## src/rtl/matmul_int_pkg.sv

```systemverilog
// Shared types and elaboration helpers for the sequential MX integer matmul.
package matmul_int_pkg;

  typedef enum logic [1:0] {IDLE, RUN, NORM, OUT} state_t;

  function automatic int unsigned clog2_min1(input int unsigned n);
    return (n <= 1) ? 1 : $clog2(n);
  endfunction

  // Full-precision sum of VEC products plus one guard bit.
  function automatic int unsigned acc_width(input int unsigned bit_w, input int unsigned vec);
    return 2 * bit_w + $clog2(vec) + 1;
  endfunction

  function automatic int sat_scale(input int value, input int unsigned width);
    int max_v;
    max_v = (1 << width) - 1;
    if (value < 0) return 0;
    if (value > max_v) return max_v;
    return value;
  endfunction

endpackage

```

## src/rtl/mx_block_dot_int.sv

```systemverilog
// Combinational K-lane signed dot product for one MX block.
module mx_block_dot_int #(
  parameter int unsigned K         = 2,
  parameter int unsigned BIT_WIDTH = 8,
  parameter int unsigned ACC_WIDTH = 20
) (
  input  logic        [K-1:0][BIT_WIDTH-1:0] a_i,
  input  logic        [K-1:0][BIT_WIDTH-1:0] b_i,
  output logic signed [ACC_WIDTH-1:0]        p_o
);

  logic signed [2*BIT_WIDTH-1:0] prod;

  always_comb begin
    p_o  = '0;
    prod = '0;
    for (int unsigned n = 0; n < K; n++) begin
      prod = $signed(a_i[n]) * $signed(b_i[n]);
      p_o  = p_o + ACC_WIDTH'(prod);
    end
  end

endmodule

```

## src/rtl/matmul_int_seq.sv

```systemverilog
// Time-multiplexed MX integer matmul: one K-element block per cycle, scale-aligned
// accumulation, per-element normalisation, row-major valid/ready output stream.
module matmul_int_seq
  import matmul_int_pkg::*;
#(
  parameter int unsigned X_ROWS         = 4,
  parameter int unsigned VEC_ELEM_COUNT = 8,
  parameter int unsigned Y_COLS         = 2,
  parameter int unsigned K              = 2,
  parameter int unsigned BIT_WIDTH      = 8,
  parameter int unsigned OUT_WIDTH      = 8,
  parameter int unsigned SCALE_WIDTH    = 8,
  parameter int          SCALE_BIAS     = 127,
  parameter int unsigned ACC_WIDTH      = acc_width(BIT_WIDTH, VEC_ELEM_COUNT),
  localparam int unsigned BLOCK_COUNT   = VEC_ELEM_COUNT / K,
  localparam int unsigned ROW_W         = clog2_min1(X_ROWS),
  localparam int unsigned COL_W         = clog2_min1(Y_COLS)
) (
  input  logic                                                   i_clk,
  input  logic                                                   i_rst_n,
  input  logic                                                   i_valid,
  output logic                                                   o_ready,
  input  logic [X_ROWS-1:0][VEC_ELEM_COUNT-1:0][BIT_WIDTH-1:0]   A_i,
  input  logic [VEC_ELEM_COUNT-1:0][Y_COLS-1:0][BIT_WIDTH-1:0]   B_i,
  input  logic [X_ROWS-1:0][BLOCK_COUNT-1:0][SCALE_WIDTH-1:0]    S_A_i,
  input  logic [BLOCK_COUNT-1:0][Y_COLS-1:0][SCALE_WIDTH-1:0]    S_B_i,
  output logic                                                   o_valid,
  input  logic                                                   i_ready,
  output logic [ROW_W-1:0]                                       o_row,
  output logic [COL_W-1:0]                                       o_col,
  output logic [OUT_WIDTH-1:0]                                   C_o,
  output logic [SCALE_WIDTH-1:0]                                 S_C_o,
  output logic                                                   o_last
);

  localparam int unsigned BLK_W = clog2_min1(BLOCK_COUNT);
  localparam logic [BLK_W-1:0]       B_LAST = BLK_W'(BLOCK_COUNT - 1);
  localparam logic [ROW_W-1:0]       I_LAST = ROW_W'(X_ROWS - 1);
  localparam logic [COL_W-1:0]       J_LAST = COL_W'(Y_COLS - 1);
  localparam logic [SCALE_WIDTH:0]   D_MAX  = (SCALE_WIDTH + 1)'(ACC_WIDTH - 1);

  state_t state_q, state_d;
  logic [ROW_W-1:0] i_q, i_d, row_q, row_d;
  logic [COL_W-1:0] j_q, j_d, col_q, col_d;
  logic [BLK_W-1:0] b_q, b_d;
  logic signed [ACC_WIDTH-1:0] acc_q, acc_d;
  logic [SCALE_WIDTH:0]        acc_e_q, acc_e_d;
  logic [OUT_WIDTH-1:0]        c_q, c_d;
  logic [SCALE_WIDTH-1:0]      s_c_q, s_c_d;
  logic                        last_q, last_d;

  logic [X_ROWS-1:0][VEC_ELEM_COUNT-1:0][BIT_WIDTH-1:0]  a_q, a_d;
  logic [VEC_ELEM_COUNT-1:0][Y_COLS-1:0][BIT_WIDTH-1:0]  b_op_q, b_op_d;
  logic [X_ROWS-1:0][BLOCK_COUNT-1:0][SCALE_WIDTH-1:0]   s_a_q, s_a_d;
  logic [BLOCK_COUNT-1:0][Y_COLS-1:0][SCALE_WIDTH-1:0]   s_b_q, s_b_d;

  logic [K-1:0][BIT_WIDTH-1:0] a_blk, b_blk;
  logic signed [ACC_WIDTH-1:0] p;
  logic [SCALE_WIDTH:0]        e, diff, d;
  logic signed [ACC_WIDTH-1:0] sh;
  logic [OUT_WIDTH-1:0]        c_norm;
  int unsigned                 s_sel;
  logic                        found;

  // Block operand and scale selection for the current (i, j, b)
  always_comb begin
    a_blk = '0;
    b_blk = '0;
    for (int unsigned n = 0; n < K; n++) begin
      a_blk[n] = a_q[i_q][int'(b_q) * K + n];
      b_blk[n] = b_op_q[int'(b_q) * K + n][j_q];
    end
    e    = (SCALE_WIDTH + 1)'(s_a_q[i_q][b_q]) + (SCALE_WIDTH + 1)'(s_b_q[b_q][j_q]);
    diff = (e > acc_e_q) ? (e - acc_e_q) : (acc_e_q - e);
    d    = (diff > D_MAX) ? D_MAX : diff;
  end

  mx_block_dot_int #(
    .K         (K),
    .BIT_WIDTH (BIT_WIDTH),
    .ACC_WIDTH (ACC_WIDTH)
  ) u_dot (
    .a_i (a_blk),
    .b_i (b_blk),
    .p_o (p)
  );

  // Smallest shift whose result has only sign bits above OUT_WIDTH-1
  always_comb begin
    found  = 1'b0;
    s_sel  = 0;
    c_norm = '0;
    sh     = '0;
    for (int unsigned s = 0; s < ACC_WIDTH; s++) begin
      sh = acc_q >>> s;
      if (!found && ((&sh[ACC_WIDTH-1:OUT_WIDTH-1]) || !(|sh[ACC_WIDTH-1:OUT_WIDTH-1]))) begin
        found  = 1'b1;
        s_sel  = s;
        c_norm = sh[OUT_WIDTH-1:0];
      end
    end
  end

  always_comb begin
    state_d = state_q;
    i_d     = i_q;
    j_d     = j_q;
    b_d     = b_q;
    acc_d   = acc_q;
    acc_e_d = acc_e_q;
    row_d   = row_q;
    col_d   = col_q;
    c_d     = c_q;
    s_c_d   = s_c_q;
    last_d  = last_q;
    a_d     = a_q;
    b_op_d  = b_op_q;
    s_a_d   = s_a_q;
    s_b_d   = s_b_q;
    unique case (state_q)
      IDLE: begin
        if (i_valid) begin
          a_d     = A_i;
          b_op_d  = B_i;
          s_a_d   = S_A_i;
          s_b_d   = S_B_i;
          i_d     = '0;
          j_d     = '0;
          b_d     = '0;
          state_d = RUN;
        end
      end
      RUN: begin
        if (b_q == '0) begin
          acc_d   = p;
          acc_e_d = e;
        end else if (p != '0) begin
          if (e > acc_e_q) begin
            acc_d   = (acc_q >>> d) + p;
            acc_e_d = e;
          end else begin
            acc_d = acc_q + (p >>> d);
          end
        end
        if (b_q == B_LAST) state_d = NORM;
        else               b_d     = b_q + 1'b1;
      end
      NORM: begin
        c_d     = c_norm;
        s_c_d   = SCALE_WIDTH'(sat_scale(int'(acc_e_q) + int'(s_sel) - SCALE_BIAS, SCALE_WIDTH));
        row_d   = i_q;
        col_d   = j_q;
        last_d  = (i_q == I_LAST) && (j_q == J_LAST);
        state_d = OUT;
      end
      OUT: begin
        if (i_ready) begin
          if (last_q) begin
            state_d = IDLE;
          end else begin
            b_d = '0;
            if (j_q == J_LAST) begin
              j_d = '0;
              i_d = i_q + 1'b1;
            end else begin
              j_d = j_q + 1'b1;
            end
            state_d = RUN;
          end
        end
      end
      default: state_d = IDLE;
    endcase
  end

  always_ff @(posedge i_clk or negedge i_rst_n) begin
    if (!i_rst_n) begin
      state_q <= IDLE;
      i_q     <= '0;
      j_q     <= '0;
      b_q     <= '0;
      acc_q   <= '0;
      acc_e_q <= '0;
      row_q   <= '0;
      col_q   <= '0;
      c_q     <= '0;
      s_c_q   <= '0;
      last_q  <= 1'b0;
      a_q     <= '0;
      b_op_q  <= '0;
      s_a_q   <= '0;
      s_b_q   <= '0;
    end else begin
      state_q <= state_d;
      i_q     <= i_d;
      j_q     <= j_d;
      b_q     <= b_d;
      acc_q   <= acc_d;
      acc_e_q <= acc_e_d;
      row_q   <= row_d;
      col_q   <= col_d;
      c_q     <= c_d;
      s_c_q   <= s_c_d;
      last_q  <= last_d;
      a_q     <= a_d;
      b_op_q  <= b_op_d;
      s_a_q   <= s_a_d;
      s_b_q   <= s_b_d;
    end
  end

  assign o_ready = (state_q == IDLE);
  assign o_valid = (state_q == OUT);
  assign o_row   = row_q;
  assign o_col   = col_q;
  assign C_o     = c_q;
  assign S_C_o   = s_c_q;
  assign o_last  = last_q;

endmodule
```

## config.mk

```make
export PLATFORM = sky130hd
export DESIGN_NAME = matmul_int_seq
export DESIGN_NICKNAME = d
export VERILOG_FILES = /design/src/rtl/matmul_int_pkg.sv /design/src/rtl/mx_block_dot_int.sv /design/src/rtl/matmul_int_seq.sv
export SDC_FILE = /design/constraint.sdc
export NUM_CORES = 2
export LEC_CHECK = 0
export CAP_MARGIN = 20
export CORE_UTILIZATION = 39
export CTS_CLUSTER_SIZE = 10
export DETAILED_ROUTE_END_ITERATION = 7
export HOLD_SLACK_MARGIN = 0.08
export PLACE_DENSITY = 0.66
export SLEW_MARGIN = 20
export SYNTH_ARGS = -nofsm -noshare
export SYNTH_HDL_FRONTEND = slang
export SYNTH_HIERARCHICAL = 1
export SYNTH_SLANG_ARGS = --single-unit
```

## constraint.sdc

```tcl
create_clock -name i_clk -period 15.2 [get_ports i_clk]
set_input_delay 2.28 -clock i_clk [delete_from_list [all_inputs] [get_ports i_clk]]
set_output_delay 2.28 -clock i_clk [all_outputs]
set_load 0.01 [all_outputs]
```

==> run metrics <==
first-pass GRT wire length=roughly 190000 um; Slew headroom=26.7%; CTS root buffer=clkbuf_16; Vias/cell=5.46; Die W=321 um; TritonCTS Buffers=76; Crit path top cell by count=a21oi_1; number of synthesized flops with an enable pin=0; final slew viol count=0; H-tree lvl count=3; largest cells by area after synthesis=dfrtp_1 (40%), mux2_2 (17%), mux4_2 (9.5%); RR Endpoint=acc_q[18]$_DFFE_PN0P_; TritonCTS clock tree=built; crit path launch type=flop; status=finished, final reports clean; FF+latch area=between 15000 and 20000 um2; Yosys top cell area share=around two fifths; Mapped Cells=3287; period utilization=81.6%; die height=321 um; postcts setup bufs=0; vias in the first global route=between 20k and 30k; Pre-antenna DRT Iters=6; FF+latch count, synth=632; Hold-fix buffers, CTS=0; hold crit path type=flop to flop; pin slew with the least headroom to its limit=1100 ps; Seq/Total Area, Yosys=39.7%; DRC=0; YS warnings=6; RSZ-0062 raised after global routing=no; synth-to-layout area growth=24.3%; initial DRC count=1874; asr flop ratio synth=100%; die area=103000 um2; Hold EP=b_op_q[75]$_DFFE_PN0P_; Post-DRT Antenna Nets=0; nets=4678; post-synthesis compound-gate area fraction=7.71%; hpwl dp=96800 um; CP Class=flop to flop; crit end category=flop; Placement Rows=116; Crit path largest cell delay=810 ps; Adder-Cell Fraction of Synth Area=11.6%; max cap viols=0; final setup TNS=0 ps; Finish-stage setup viols=0; commonest cells in the netlist=dfrtp_1 (632), mux2_2 (616), inv_1 (240), nand2_1 (218), mux4_2 (168); Resized Gates After CTS=0; average size of a mapped cell=12.1 um2; FF-to-FF Start=i_q[1]$_DFFE_PN0P_; hold depth=1; area of the multi-input gates=22300 um2; mapped cell area=39800 um2; Yosys cell types=87; worst reg2reg path depth=38; Fillers=8932; WP data required=15710 ps; fmax=80.7 MHz; GPL Wtd Cong=0.943; total track usage=24.4%; clk_lat worst skew=660 ps; clk slew on worst S/H paths=~60 ps; highest-delay cell along the critical path=xor2_1; Worst Hold Launch=b_op_q[75]$_DFFE_PN0P_; clock sinks=632; Worst Path Max Fanout=73; Post-synth top flop=dfrtp_1; Clock Path Buffers=3; IO Count=about 600; r2r setup slk=2800 ps; largest family of logic cells by synthesized area=multiplexers; top-count cell post-synth=dfrtp_1; routed via count=28.6k; Core Area=101000 um2; syn_nets=4147; Simple-Gate Fraction of Synth Area=under 10%; Fin. Hold Viols=0; pin count of the biggest net entering global routing=179; leading area contributor after synthesis=dfrtp_1; share of post-route cells with drive strength above 1=25.1%; starting density of the core=roughly two fifths; Remaining Overflow, GRT=0; min Tclk post-route=12400 ps; mux cell area share after synthesis=28.4%; initial antenna violation count=69; Crit path arrival time=12900 ps; Post-Synth XOR/XNOR Area=under 10%; Worst Clk Skew=34.0 ps; final wirelength=126000 um; number of buffer cells added on primary ports=601; WL per Instance=between 20 and 25 um
-- sequential cells by signal, indices dropped and copies added, names as in the netlist --
name,flops
acc_e_q,9
o_row,2
S_C_o,8
o_col,1
state_q,2
o_last,1
a_q,256
s_b_q,64
b_q,2
acc_q,20
i_q,2
C_o,8
s_a_q,128
b_op_q,128
j_q,1
-- through the flow --
stage | setup slack [ps] | hold slack (ps) | cells | cell area [um2] | util (%)
after detailed placement | 2880 | 487 | 5097 | 47100 | 46.8
after global placement | 3030 | 481 | 5097 | 47100 | 46.8
after floorplan | 4060 | 474 | 3287 | 39800 | -
after CTS | 2860 | 499 | 5201 | 49400 | 49.1
after global routing | 2050 | 511 | 5229 | 49400 | 49.2
final | 2800 | 496 | 5229 | 49400 | 49.2
-- layout by cell type, fill, tap and decap left out, types with 20 or more instances in the layout --
cell type / count
clkdlybuf4s50_1: 600
a21oi_1: 130
nor2_1: 128
dfrtp_1: 627
nand3_1: 20
mux4_2: 168
nand2b_1: 21
a211oi_1: 34
mux2i_1: 56
o21ai_0: 93
ha_1: 131
o22ai_1: 21
nand2_1: 217
inv_1: 240
xor2_1: 21
nor3_1: 35
clkbuf_16: 77
and2_1: 77
buf_4: 33
diode_2: 28
fa_1: 149
mux2_2: 616
xnor2_1: 42
-- worst max path at each step --
stage / from / to / cells after the start
detailed placement: i_q[0]$_DFFE_PN0P_ / acc_q[19]$_DFFE_PN0P_ / 38
finish: i_q[1]$_DFFE_PN0P_ / acc_q[18]$_DFFE_PN0P_ / 38
global route: i_q[0]$_DFFE_PN0P_ / acc_q[16]$_DFFE_PN0P_ / 35
CTS: i_q[0]$_DFFE_PN0P_ / acc_q[19]$_DFFE_PN0P_ / 38
global placement: i_q[1]$_DFFE_PN0P_ / acc_q[18]$_DFFE_PN0P_ / 38
floorplan: i_q[0]$_DFFE_PN0P_ / acc_q[19]$_DFFE_PN0P_ / 40
-- cell families (layout without fill, tap and decap cells) --
logic type,count (synthesis),in the layout
fa+ha+maj,280,280
other cells,0,28
xor+xnor,64,64
buf+inv,430,987
flops,632,632
compound gates,466,466
mux,842,842
simple gates,573,573
-- layer usage --
metal / track usage [%] / wire [um] / up-vias
met5: 0 / 471 / -
met2: 40.4 / 61300 / 944
met3: 7.13 / 9690 / 255
met4: 8.62 / 3760 / 76
li1: - / - / 12900
met1: 30.2 / 50700 / 14400
-- layout make-up --
| type | count | share of cell area, % |
|---|---|---|
| Antenna cell | 28 | 0.142 |
| Clock buffer | 94 | 4.17 |
| Tap cell | 1357 | 3.43 |
| Timing Repair Buffer | 640 | 12.9 |
| Clock inverter | 10 | 0.377 |
| Sequential cell | 632 | 32.0 |
| Multi-Input combinational cell | 2225 | 45.1 |
| Inverter | 243 | 1.84 |
-- worst max-delay path: cells and delay by family (launching register included) --
family          cells  cell delay (ps)
fa+ha+maj           3             1190
mux                 4             1740
flops               1              730
simple gates        5             1280
xor+xnor            3             1010
buf+inv             4             1510
compound gates     19             4740
Power is left out: the tool's default activity adds up to more than one toggle a clock period on the data nets, which glitch-free logic cannot reach.
